**src/rtl/audio_pkg.sv**
```systemverilog
// Shared types and defaults for the audio sample serializer.
// The saturate helper is used only when AUDIO_SAMPLE_SAT_EN is defined.
package audio_pkg;

    localparam int SAMPLE_W       = 16;
    localparam int DEF_DEPTH      = 16;
    localparam int DEF_SAMPLE_DIV = 1134;

    typedef logic signed [SAMPLE_W-1:0] sample_t;

    typedef enum logic {
        IDLE  = 1'b0,
        SHIFT = 1'b1
    } state_t;

    // Clamp a signed 32-bit value into the 16-bit sample range.
    function automatic sample_t sat16(input logic signed [31:0] x);
        if (x > 32'sd32767) begin
            return 16'h7FFF;
        end else if (x < -32'sd32768) begin
            return 16'h8000;
        end else begin
            return x[15:0];
        end
    endfunction

endpackage

```
**src/rtl/sample_fifo.sv**
```systemverilog
// Sample storage for audio_sample_out: power-of-2 circular buffer with
// occupancy count. A push while full is legal only alongside a pop.
module sample_fifo
    import audio_pkg::*;
#(
    parameter int DEPTH = DEF_DEPTH
) (
    input  logic                     clk,
    input  logic                     rst,
    input  logic                     push,
    input  logic                     pop,
    input  sample_t                  wdata,
    output sample_t                  rdata,
    output logic [$clog2(DEPTH):0]   level,
    output logic                     full,
    output logic                     empty
);

    localparam int AW = $clog2(DEPTH);
    localparam int LW = AW + 1;

    sample_t          mem_q [DEPTH];
    logic [AW-1:0]    wr_q, wr_d;
    logic [AW-1:0]    rd_q, rd_d;
    logic [LW-1:0]    level_q, level_d;

    always_comb begin
        wr_d    = push ? wr_q + AW'(1) : wr_q;
        rd_d    = pop  ? rd_q + AW'(1) : rd_q;
        level_d = level_q;
        case ({push, pop})
            2'b10:   level_d = level_q + LW'(1);
            2'b01:   level_d = level_q - LW'(1);
            default: level_d = level_q;
        endcase
    end

    always_ff @(posedge clk or negedge rst) begin
        if (!rst) begin
            wr_q    <= '0;
            rd_q    <= '0;
            level_q <= '0;
        end else begin
            wr_q    <= wr_d;
            rd_q    <= rd_d;
            level_q <= level_d;
        end
    end

    // Contents need no reset: the pointers define what is valid.
    always_ff @(posedge clk) begin
        if (push) mem_q[wr_q] <= wdata;
    end

    assign rdata = mem_q[rd_q];
    assign level = level_q;
    assign full  = (level_q == LW'(DEPTH));
    assign empty = (level_q == '0);

endmodule

```
**src/rtl/audio_sample_out.sv**
```systemverilog
// Buffers processor write-back samples and serializes one per frame, MSB first.
// Define AUDIO_SAMPLE_SAT_EN to saturate (instead of truncate) to 16 bits.
module audio_sample_out
    import audio_pkg::*;
#(
    parameter int DEPTH      = DEF_DEPTH,
    parameter int SAMPLE_DIV = DEF_SAMPLE_DIV
) (
    input  logic                     clk,
    input  logic                     rst,
    input  logic                     sample_valid,
    input  logic [31:0]              sample_data,
    output logic                     sample_ready,
    input  logic                     clr_flags,
    output logic [$clog2(DEPTH):0]   level,
    output logic                     overflow,
    output logic                     underrun,
    output logic                     dac_sync,
    output logic                     dac_sdata
);

    localparam int CW = $clog2(SAMPLE_DIV);

    logic [CW-1:0] cnt_q, cnt_d;
    logic          tick;
    state_t        state_q, state_d;
    sample_t       shift_q, shift_d;
    logic [3:0]    bit_q, bit_d;
    logic          overflow_q, overflow_d;
    logic          underrun_q, underrun_d;

    logic          push, pop, full, empty;
    logic          ovf_set, und_set;
    sample_t       sample_in, fifo_rdata;

`ifdef AUDIO_SAMPLE_SAT_EN
    assign sample_in = sat16($signed(sample_data));
`else
    logic sample_hi_unused;
    assign sample_in        = sample_data[15:0];
    assign sample_hi_unused = ^sample_data[31:16];
`endif

    sample_fifo #(.DEPTH(DEPTH)) u_fifo (
        .clk   (clk),
        .rst   (rst),
        .push  (push),
        .pop   (pop),
        .wdata (sample_in),
        .rdata (fifo_rdata),
        .level (level),
        .full  (full),
        .empty (empty)
    );

    assign tick = (cnt_q == CW'(SAMPLE_DIV - 1));

    always_comb begin
        cnt_d   = tick ? '0 : cnt_q + CW'(1);
        state_d = state_q;
        shift_d = shift_q;
        bit_d   = bit_q;
        pop     = 1'b0;
        und_set = 1'b0;
        case (state_q)
            IDLE: begin
                if (tick) begin
                    state_d = SHIFT;
                    bit_d   = 4'd15;
                    if (empty) begin
                        shift_d = '0;
                        und_set = 1'b1;
                    end else begin
                        shift_d = fifo_rdata;
                        pop     = 1'b1;
                    end
                end
            end
            SHIFT: begin
                shift_d = shift_q << 1;
                bit_d   = bit_q - 4'd1;
                if (bit_q == 4'd0) state_d = IDLE;
            end
            default: state_d = IDLE;
        endcase

        // A pop in the same cycle frees the slot, so a full FIFO still accepts.
        push       = sample_valid && (!full || pop);
        ovf_set    = sample_valid && full && !pop;
        overflow_d = ovf_set || (overflow_q && !clr_flags);
        underrun_d = und_set || (underrun_q && !clr_flags);
    end

    always_ff @(posedge clk or negedge rst) begin
        if (!rst) begin
            cnt_q      <= '0;
            state_q    <= IDLE;
            shift_q    <= '0;
            bit_q      <= '0;
            overflow_q <= 1'b0;
            underrun_q <= 1'b0;
        end else begin
            cnt_q      <= cnt_d;
            state_q    <= state_d;
            shift_q    <= shift_d;
            bit_q      <= bit_d;
            overflow_q <= overflow_d;
            underrun_q <= underrun_d;
        end
    end

    assign sample_ready = !full;
    assign overflow     = overflow_q;
    assign underrun     = underrun_q;
    assign dac_sdata    = (state_q == SHIFT) && shift_q[15];
    assign dac_sync     = (state_q == SHIFT) && (bit_q == 4'd15);

endmodule

```
**config.mk**
```make
export PLATFORM = sky130hd
export DESIGN_NAME = audio_sample_out
export DESIGN_NICKNAME = d
export VERILOG_FILES = /design/src/rtl/audio_pkg.sv /design/src/rtl/sample_fifo.sv /design/src/rtl/audio_sample_out.sv
export SDC_FILE = /design/constraint.sdc
export NUM_CORES = 1
export LEC_CHECK = 0
export BUFFER_PORTS_ARGS = -buffer_cell sky130_fd_sc_hd__buf_2
export CORE_MARGIN = 1.5
export CORE_UTILIZATION = 54
export CTS_CLUSTER_SIZE = 25
export DETAILED_ROUTE_END_ITERATION = 8
export PLACE_DENSITY = 0.8
export SYNTH_ARGS = -nofsm -noshare
export SYNTH_HDL_FRONTEND = slang
export SYNTH_HIERARCHICAL = 1
export SYNTH_SLANG_ARGS = --single-unit
```
**constraint.sdc**
```tcl
create_clock -name clk -period 3.9 [get_ports clk]
set_input_delay 0.585 -clock clk [delete_from_list [all_inputs] [get_ports clk]]
set_output_delay 0.585 -clock clk [all_outputs]
set_load 0.03 [all_outputs]
```
==> out/metrics.cfg, run 1 <==
[clock_tree]
clock_latency_ps = 550
cts-resized-gates = 0
hold_buffers = 0
cts.sinks = 303
cts_buffers = 30
clk_pin_slew_worst_paths_ps = 60
cts_root_buf = clkbuf_16
h-tree-depth = 1
post_cts_buffers = 0
tritoncts = built
clockBufferDepth = 3

[grt]
grt_pass1_wl_um = 39200
antenna_found_initial = 1
track_usage_pct = 22.4
grt_pass1_vias = 6552
grt_max_degree = 68
grt_overflow_total = 0

[worst_setup_path]
cp-start-kind = register
rr_worst_depth = 15
worstSetupStartpoint = u_fifo/level[2]$_DFFE_PN0P_
crit_fanout = 10
end_kind = register
r2r-end = u_fifo/level[4]$_DFFE_PN0P_
r2r_slack_ps = 650
arrival_ps = 3730
critPathKind = reg2reg
cp_data_required_time_ps = 4380
timing.rr.start = u_fifo/level[2]$_DFFE_PN0P_

[yosys]
seq_area_frac_synth_pct = 73.0
synth_compound_area_share_pct = 4.62
synth_top_family_by_area = multiplexers
synth_xor_area_share_pct = 1.44
yosys.area_share.adder_pct = 1.44
synthSimpleGateAreaFrac_pct = 5.19
async_flop_share_pct = 15.5
postSynthRegisterBits = 303
synth_cell_types = 48
synth_area_per_cell_um2 = 18.9
synth_mux_area_share_pct = 12.2
netlist_instances = 641
synthesis.area_mm2 = 0.0121
ys_warn_count = 6
synth_ff_type = edfxtp_1
synth.top_cell.area_share_pct = 63.3
syn_nets = 691
synth_edf_count = 256
synth_area_leaders = edfxtp_1 (63%), mux4_2 (12%), dfrtp_1 (9.7%), a22oi_1 (2.2%), ha_1 (1.4%)
yosysTopAreaCell = edfxtp_1
yosysMostFrequentCell = edfxtp_1
netlist_top_cells_count = edfxtp_1 (256), mux4_2 (64), dfrtp_1 (47)

[routing]
first_pass_iters = 7
viasPerCell = 6.38
m1WireLength_um = 9780
vias = 6364
wl_per_cell_um = 25.5
drc = 0
drtIter0Drc = 631
top_layer = met4
wl_met2_um = 12800
ant_nets = 0
drt_wl_total_um = 25500
met3WireLength_um = 2150

[pwr]
power_density_mw_per_mm2 = 559
p_leak_nw = 4.68
peakVddDrop_v = 0.000392

[die]
die-area_mm2 = 0.0234
dieHeight_um = 153
dieWidth_um = 153
pin_count = 46
start_util_pct = 55.3
core_mm2 = 0.0220
row_count = 54

[place]
dp_hpwl_um = 14300
gp_congestion = 0.811
io_buffers = 29

[timing]
finalSetupViolations = 0
tns_ps = 0
final.period_utilization_pct = 83.3
fin_crit_ps = 3250
finClkSkew_ps = 9.94
rsz0062_at_grt = no
fmax_mhz = 308
hold_viol = 0
max_slew_margin_pct = 25.9
worst_pin_slew_ps = 1110
maxSlewViolCount = 0

[cells_and_area]
final_nets = 744
drive_above_1_share_pct = 26.5
antennaDiodeCount = 0
area_delta_synth_final_pct = 12.8
post-route-util_pct = 62.3

[worst_hold_path]
hp-class = in2async

[job]
drv_cap = 0

[outcome]
status = completed

[flip-flops by register name, indices dropped and copies added, names as in the netlist]
name,cells
cnt_q,11
u_fifo/wr_q,4
bit_q,4
u_fifo/mem_q,256
u_fifo/rd_q,4
u_fifo/level,5
state_q,1
overflow,1
underrun,1
shift_q,16
[per-layer routing]
layer	track usage [%]	vias up
li1	-	2671
met1	30.2	3311
met2	37.7	316
met3	3.66	66
met4	7.24	0
met5	0	-
[report_power, final]
part	total [W]	internal [W]	switching (W)
clock network	0.00292	0.00175	0.00117
logic	0.000743	0.000249	0.000494
registers	0.00398	0.00384	0.000144
total	0.00765	0.00584	0.00181
[critical path, stage by stage, from the launching register on]
cell and delay, ps:
dfrtp_1 470, nor2_1 170, nand2_1 70, nor2_1 180
nor2_1 120, a41oi_1 280, nor2b_1 80, buf_4 180
inv_1 90, ha_1 370, xor2_1 130, ha_1 250
nor4_1 240, mux2i_1 140, o221ai_1 250, xor2_1 160
[cell usage in the layout, fill, tap and decap left out, drive strengths merged, types with 3 or more instances in the layout]
cell type,n
edfxtp,256
xnor2,9
buf,56
and3,3
xor2,11
clkbuf,44
ha,14
o21ai,4
clkinv,8
nand3,7
and2,17
nor2,30
nand2b,6
a21oi,6
nand4,4
nor3,7
nor2b,4
a221o,15
inv,10
a22oi,35
dfrtp,47
nand2,33
mux4,64
[worst max-delay path by stage]
stage / end / slack (ps) / cells after the start
after global placement: u_fifo/level[4]$_DFFE_PN0P_ / 810 / 15
final: u_fifo/level[4]$_DFFE_PN0P_ / 650 / 15
after global routing: u_fifo/level[4]$_DFFE_PN0P_ / 400 / 15
after CTS: u_fifo/level[4]$_DFFE_PN0P_ / 670 / 15
after detailed placement: u_fifo/level[4]$_DFFE_PN0P_ / 710 / 15
after floorplan: u_fifo/mem_q[2][0]$_DFFE_PP_ / 460 / 9
[kinds of logic after synthesis]
group | after synthesis
compound gates | 69
xor+xnor | 20
fa+ha+maj | 14
buf+inv | 45
flops | 303
mux | 68
simple gates | 122
[final cells by class]
| class | instances | area [um^2] |
|---|---|---|
| multi-input cells | 293 | 3040 |
| clock inverters | 12 | 113 |
| inverters | 10 | 37.5 |
| fillers | 1469 | 8270 |
| well taps | 280 | 350 |
| flip-flops and latches | 303 | 8870 |
| repair buffers | 56 | 360 |
| clock buffers | 44 | 916 |
[metrics by stage]
step	hold WS [ps]	power [W]	cell area [um^2]	setup WS, ps	instances
finish	247	0.00765	13700	650	998
global route	276	0.00789	13700	405	998
CTS	264	0.00769	13700	673	998
detailed placement	479	0.00477	12700	715	942
global placement	471	0.00470	12700	809	942
floorplan	289	0.00444	12100	464	641
Power figures use the tool's default switching activity.
==> run 2, diff against run 1 <==
Settings changed: PLACE_DENSITY 0.8 to 0.83.
Clock period 3.9 ns to 2.97 ns, I/O delays scaled along.
==> out/metrics.cfg, run 2 (synthesis gave the netlist of run 1 again) <==
[clock_tree]
tritoncts = built
clock_latency_ps = 540  ; about the same
hold_buffers = 0  ; unchanged
cts.sinks = 303  ; unchanged
cts_root_buf = clkbuf_16
clockBufferDepth = 3  ; unchanged
h-tree-depth = 1  ; unchanged
cts_buffers = 30  ; unchanged
clk_pin_slew_worst_paths_ps = 60  ; about the same

[worst_setup_path]
cp_data_required_time_ps = 3430  ; -950 ps
end_kind = register
crit_slowest_cell = dfrtp_1
critPathKind = reg2reg
cpMostUsedCell = ha_1
cp-start-kind = register
arrival_ps = 3270  ; -460 ps
crit_chain = inv_1 -> ha_1 -> and4bb_4 -> a41oi_1 -> nor2b_1 -> inv_1 -> ha_1 -> xor2_1 -> ha_1 -> nor4_2 -> mux2i_1 -> o221ai_1 -> xor2_1
crit_fanout = 6  ; -4
r2r_slack_ps = 170  ; -480 ps
slowest_delay_ps = 410  ; -60 ps

[place]
dp_hpwl_um = 14700  ; +2.9%
io_buffers = 29  ; unchanged
dp_cells = 952  ; +1.1%
placed_area_mm2 = 0.0128  ; +0.75%
gp_congestion = 0.828  ; +2.1%

[cells_and_area]
layout_common_cells = edfxtp_1 (256), mux4_2 (64), dfrtp_1 (42), a22oi_1 (35), buf_4 (35)
antennaDiodeCount = 0  ; unchanged
regMostFlops = u_fifo/mem_q
final_common_cell = edfxtp_1
top_regs = u_fifo/mem_q: 256 flops, shift_q: 16 flops, cnt_q: 11 flops
final_cells = 1006  ; +0.80%
area_delta_synth_final_pct = 13.9
largest_reg_flops = 256  ; unchanged
multi_input_area_mm2 = 0.00305  ; +0.12%
drive_above_1_share_pct = 27.7  ; +1.2 points
final_nets = 755  ; +1.5%
n_fill_cell = 1431  ; -2.6%
post-route-cell-area_mm2 = 0.0138  ; +1.0%
regArea_mm2 = 0.00887  ; about the same

[timing]
fmax_mhz = 357  ; +16%
hold_viol = 0  ; unchanged
final.period_utilization_pct = 94.4  ; +11 points
finClkSkew_ps = 11.7  ; +1.76 ps
maxSlewViolCount = 0  ; unchanged
finalSetupViolations = 0  ; unchanged
fin_crit_ps = 2800  ; -447 ps
max_slew_margin_pct = 31.1  ; +5.2 points
worst_pin_slew_ps = 1030  ; -77.8 ps
hold_ws_ps = 90.2  ; -157 ps

[grt]
grt.busiest_layer = met2
use_met3_pct = 3.09  ; -0.57 points
track_usage_pct = 22.8  ; +0.45 points
grt_max_degree = 68  ; unchanged
grt_pass1_wl_um = 39900  ; +1.8%
grt_overflow_total = 0  ; unchanged
grtUsageMet2_pct = 38.6  ; +0.80 points
use_met1_pct = 31.2  ; +1.0 points
antenna_found_initial = 0  ; -1
grt_pass1_vias = 6574  ; +0.34%

[routing]
vias = 6364  ; unchanged
drc = 0  ; unchanged
first_pass_iters = 7  ; unchanged
ant_nets = 0  ; unchanged
drt_wl_total_um = 25700  ; +0.86%
viasPerCell = 6.33  ; -0.80%
wl_per_cell_um = 25.5  ; about the same
drtIter0Drc = 712  ; +13%

[die]
pin_count = 46  ; unchanged
dieHeight_um = 153  ; unchanged
row_count = 54  ; unchanged
die-area_mm2 = 0.0234  ; unchanged
core_mm2 = 0.0220  ; unchanged
start_util_pct = 55.3  ; unchanged
dieWidth_um = 153  ; unchanged

[pwr]
power_density_mw_per_mm2 = 742  ; +33%
p_leak_nw = 4.73  ; +1.2%
peakVddDrop_v = 0.000544  ; +39%

[outcome]
status = completed

[worst_hold_path]
hp-class = in2async

[job]
drv_cap = 0  ; unchanged

==> run 2: changes by cell type in the layout (fill, tap and decap cells not counted), moves of 3 or more <==
cell and change:
bufinv_16 +4, dfrtp_2 +3, clkinv_2 -5, buf_4 +9
clkbuf_8 -6, dfrtp_1 -3
==> run 2: critical path, delay by kind of cell, from the launching register on <==
| kind | cells | cell delay [ps] |
|---|---|---|
| and+or+nand+nor | 3 | 710 |
| adders and majority gates | 3 | 620 |
| DFF | 1 | 410 |
| AOI/OAI and AO/OA | 2 | 400 |
| xor gates and xnor gates | 2 | 330 |
| buffers and inverters | 2 | 150 |
| muxes | 1 | 110 |
==> run 2: power breakdown <==
part | internal (W) | switching [W]
sequential | 0.00504 | 0.000206
combinational | 0.000346 | 0.000656
clock | 0.00245 | 0.00156
==> run 2: timing repair <==
| item | CTS | global route |
|---|---|---|
| buffers inserted | 0 | 1 |
| gates resized for setup | 0 | 4 |
| endpoints found under the setup margin | 0 | 1 |
==> run 2: final timing paths <==
kind / to / cells past startpoint / startpoint
max: u_fifo/level[4]$_DFFE_PN0P_ / 13 / cnt_q[1]$_DFF_PN0_
min reg2reg: overflow$_DFF_PN0_ / 1 / overflow$_DFF_PN0_
max reg2reg: u_fifo/level[4]$_DFFE_PN0P_ / 13 / cnt_q[1]$_DFF_PN0_
min: u_fifo/level[2]$_DFFE_PN0P_ / 1 / rst
min in group clk: overflow$_DFF_PN0_ / 2 / sample_valid
max in group asynchronous: u_fifo/rd_q[0]$_DFFE_PN0P_ / 1 / rst
==> run 2: area by class of cell <==
| class | instances | area share (%) |
|---|---|---|
| timing repair buffer | 67 | 3.38 |
| clock inverter | 15 | 1.75 |
| inverter | 10 | 0.271 |
| sequential | 303 | 64.2 |
| clock buffer | 38 | 5.87 |
| multi-input combinational | 293 | 22.0 |
| tap | 280 | 2.53 |
==> run 2: routing by layer <==
layer	vias up	wire length [um]	part of all wire [%]
li1	2695	-	-
met1	3309	10100	39
met2	300	12800	50
met3	60	1950	7.6
met4	0	775	3.0
met5	-	0	0
==> run 2: metrics by stage <==
stage	power, W	util [%]	TNS, ps	setup WS [ps]
global route	0.0106	63.0	-8.01	-8.01
CTS	0.0103	62.9	0	128
floorplan	0.00586	-	0	9.55
global placement	0.00619	58.1	0	329
detailed placement	0.00629	58.1	0	169
finish	0.0103	63.0	0	167
==> run 3, diff against run 2 <==
Settings changed: GPL_TIMING_DRIVEN set to 0, HOLD_SLACK_MARGIN set to 0.12.
==> out/metrics.cfg, run 3 (synthesis gave the netlist of run 1 again) <==
[outcome]
status = completed

[die]
dieWidth_um = 153  ; unchanged
die-area_mm2 = 0.0234  ; unchanged
row_count = 54  ; unchanged
core_mm2 = 0.0220  ; unchanged
pin_count = 46  ; unchanged
start_util_pct = 55.3  ; unchanged
dieHeight_um = 153  ; unchanged

[routing]
first_pass_iters = 7  ; unchanged
wl_per_cell_um = 26.4  ; +3.5%
ant_nets = 0  ; unchanged
viasPerCell = 6.42  ; +1.5%
drc = 0  ; unchanged
drt_wl_total_um = 27200  ; +6.0%
drtIter0Drc = 875  ; +23%
vias = 6612  ; +3.9%

[clock_tree]
cts_root_buf = clkbuf_16
tritoncts = built
h-tree-depth = 1  ; unchanged
clock_latency_ps = 570  ; +30 ps
cts_buffers = 29  ; -3.3%
clockBufferDepth = 3  ; unchanged
cts.sinks = 303  ; unchanged
clk_pin_slew_worst_paths_ps = 60  ; about the same

[timing]
tns_ps = 0  ; unchanged
finalSetupViolations = 0  ; unchanged
fmax_mhz = 344  ; -3.6%
finClkSkew_ps = 22.7  ; +11.0 ps
final.period_utilization_pct = 97.9  ; +3.5 points
fin_crit_ps = 2910  ; +105 ps
max_slew_margin_pct = 31.5  ; +0.44 points
worst_pin_slew_ps = 1030  ; -6.57 ps
maxSlewViolCount = 0  ; unchanged
hold_viol = 0  ; unchanged
rsz0062_at_grt = yes

[grt]
track_usage_pct = 24.1  ; +1.2 points
grt_pass1_wl_um = 41700  ; +4.6%
grt_overflow_total = 0  ; unchanged
grt_max_degree = 48  ; -29%
antenna_found_initial = 0  ; unchanged
grt_pass1_vias = 6943  ; +5.6%

[pwr]
power_density_mw_per_mm2 = 721  ; -3.0%
peakVddDrop_v = 0.000403  ; -26%
p_leak_nw = 4.80  ; +1.4%

[worst_setup_path]
critPathKind = reg2reg
rr_worst_depth = 16  ; +3
cp-start-kind = register
arrival_ps = 3380  ; +110 ps
crit_fanout = 9  ; +3
cp-endpoint = u_fifo/level[4]$_DFFE_PN0P_
timing.rr.start = u_fifo/level[2]$_DFFE_PN0P_
r2r-end = u_fifo/level[4]$_DFFE_PN0P_
end_kind = register
worstSetupStartpoint = u_fifo/level[2]$_DFFE_PN0P_
cp_data_required_time_ps = 3450  ; +20 ps
r2r_slack_ps = 60  ; -110 ps

[cells_and_area]
area_delta_synth_final_pct = 16.1
largest_reg_flops = 256  ; unchanged
top_regs = u_fifo/mem_q: 256 flops, shift_q: 16 flops, cnt_q: 11 flops
drive_above_1_share_pct = 29.5  ; +1.8 points
final_common_cell = edfxtp_1
post-route-cell-area_mm2 = 0.0141  ; +1.9%
final_nets = 776  ; +2.8%
regMostFlops = u_fifo/mem_q
layout_common_cells = edfxtp_1 (256), mux4_2 (64), dfrtp_1 (45), buf_2 (37), a22oi_1 (35)

[worst_hold_path]
hp-class = in2reg
min_path_cells = 3

[place]
gp_congestion = 0.818  ; -1.2%
io_buffers = 29  ; unchanged
dp_hpwl_um = 16800  ; +14%
placed_area_mm2 = 0.0129  ; +1.2%

[job]
drv_cap = 0  ; unchanged

## run 3: changes by cell type in the layout (fill, tap and decap cells not counted), sizes merged
cell | previous run | this run
buf | 67 | 71
bufinv | 6 | 3
clkbuf | 38 | 55
clkinv | 4 | 10
clkinvlp | 3 | 1
diode | 0 | 1
dlygate4sd3 | 0 | 2
inv | 12 | 11
## run 3: metrics by stage
step | power (W) | std cells | setup WS (ps) | hold slack, ps | utilization, %
finish | 0.0102 | 1030 | 61.6 | 224 | 64.2
global route | 0.0105 | 1029 | -67.3 | 214 | 64.1
CTS | 0.0101 | 1023 | 24.8 | 124 | 63.7
detailed placement | 0.00638 | 964 | -675 | 491 | 58.8
global placement | 0.00616 | 950 | -547 | 472 | 57.6
floorplan | 0.00586 | 641 | 9.55 | 150 | -
## run 3: how the worst min path moves through the flow
stage / startpoint / to / slack, ps
4_1_cts: sample_valid / overflow$_DFF_PN0_ / 120
2_1_floorplan: rst / bit_q[0]$_DFFE_PN0P_ / 150
3_3_place_gp: underrun$_DFF_PN0_ / underrun$_DFF_PN0_ / 470
5_1_grt: clr_flags / underrun$_DFF_PN0_ / 210
6_report: clr_flags / underrun$_DFF_PN0_ / 220
3_5_place_dp: overflow$_DFF_PN0_ / overflow$_DFF_PN0_ / 490
## run 3: area by class of cell
cell class                      count  area, um^2
Antenna cell                        1        2.50
Buffer                             33         224
Clock buffer                       39         785
Clock inverter                     15         178
Fill cell                        1369        7870
Inverter                           10        37.5
Multi-Input combinational cell    293        3160
Sequential cell                   303        8870
Tap cell                          280         350
Timing Repair Buffer               56         488
## run 3: power breakdown
group          switching, W  leakage [nW]  internal [W]
combinational      0.000807          1.40      0.000432
clock               0.00158         0.466       0.00213
sequential         0.000161          2.93       0.00504
total               0.00254          4.80       0.00761
## run 3: worst max-delay path, stage by stage (launching register included)
cell and delay (ps):
dfrtp_2 400, clkbuf_8 170, nor2_4 130, nand2_2 80, nor2_4 140, nor2_4 60
a41oi_2 200, nor2b_1 80, clkbuf_8 140, inv_1 110, ha_4 210, xor2_1 90
ha_2 230, nor4_4 310, mux2i_1 120, o221ai_1 230, xor2_1 160
## run 3: what timing repair did
action | CTS | global route
hold buffers | 1 | 1
cloned | 0 | 0
pin swaps | 5 | 9
resized for setup | 13 | 9
setup endpoints to repair | 36 | 42
buffers inserted | 5 | 6
hold endpoints to repair | 39 | 1
## run 3: routing by layer
layer,track usage [%],share of wire [%],routed length [um]
met5,0,0,0
met3,4.20,7.8,2120
met1,32.2,39,10600
met4,10.3,4.7,1270
met2,39.5,49,13300
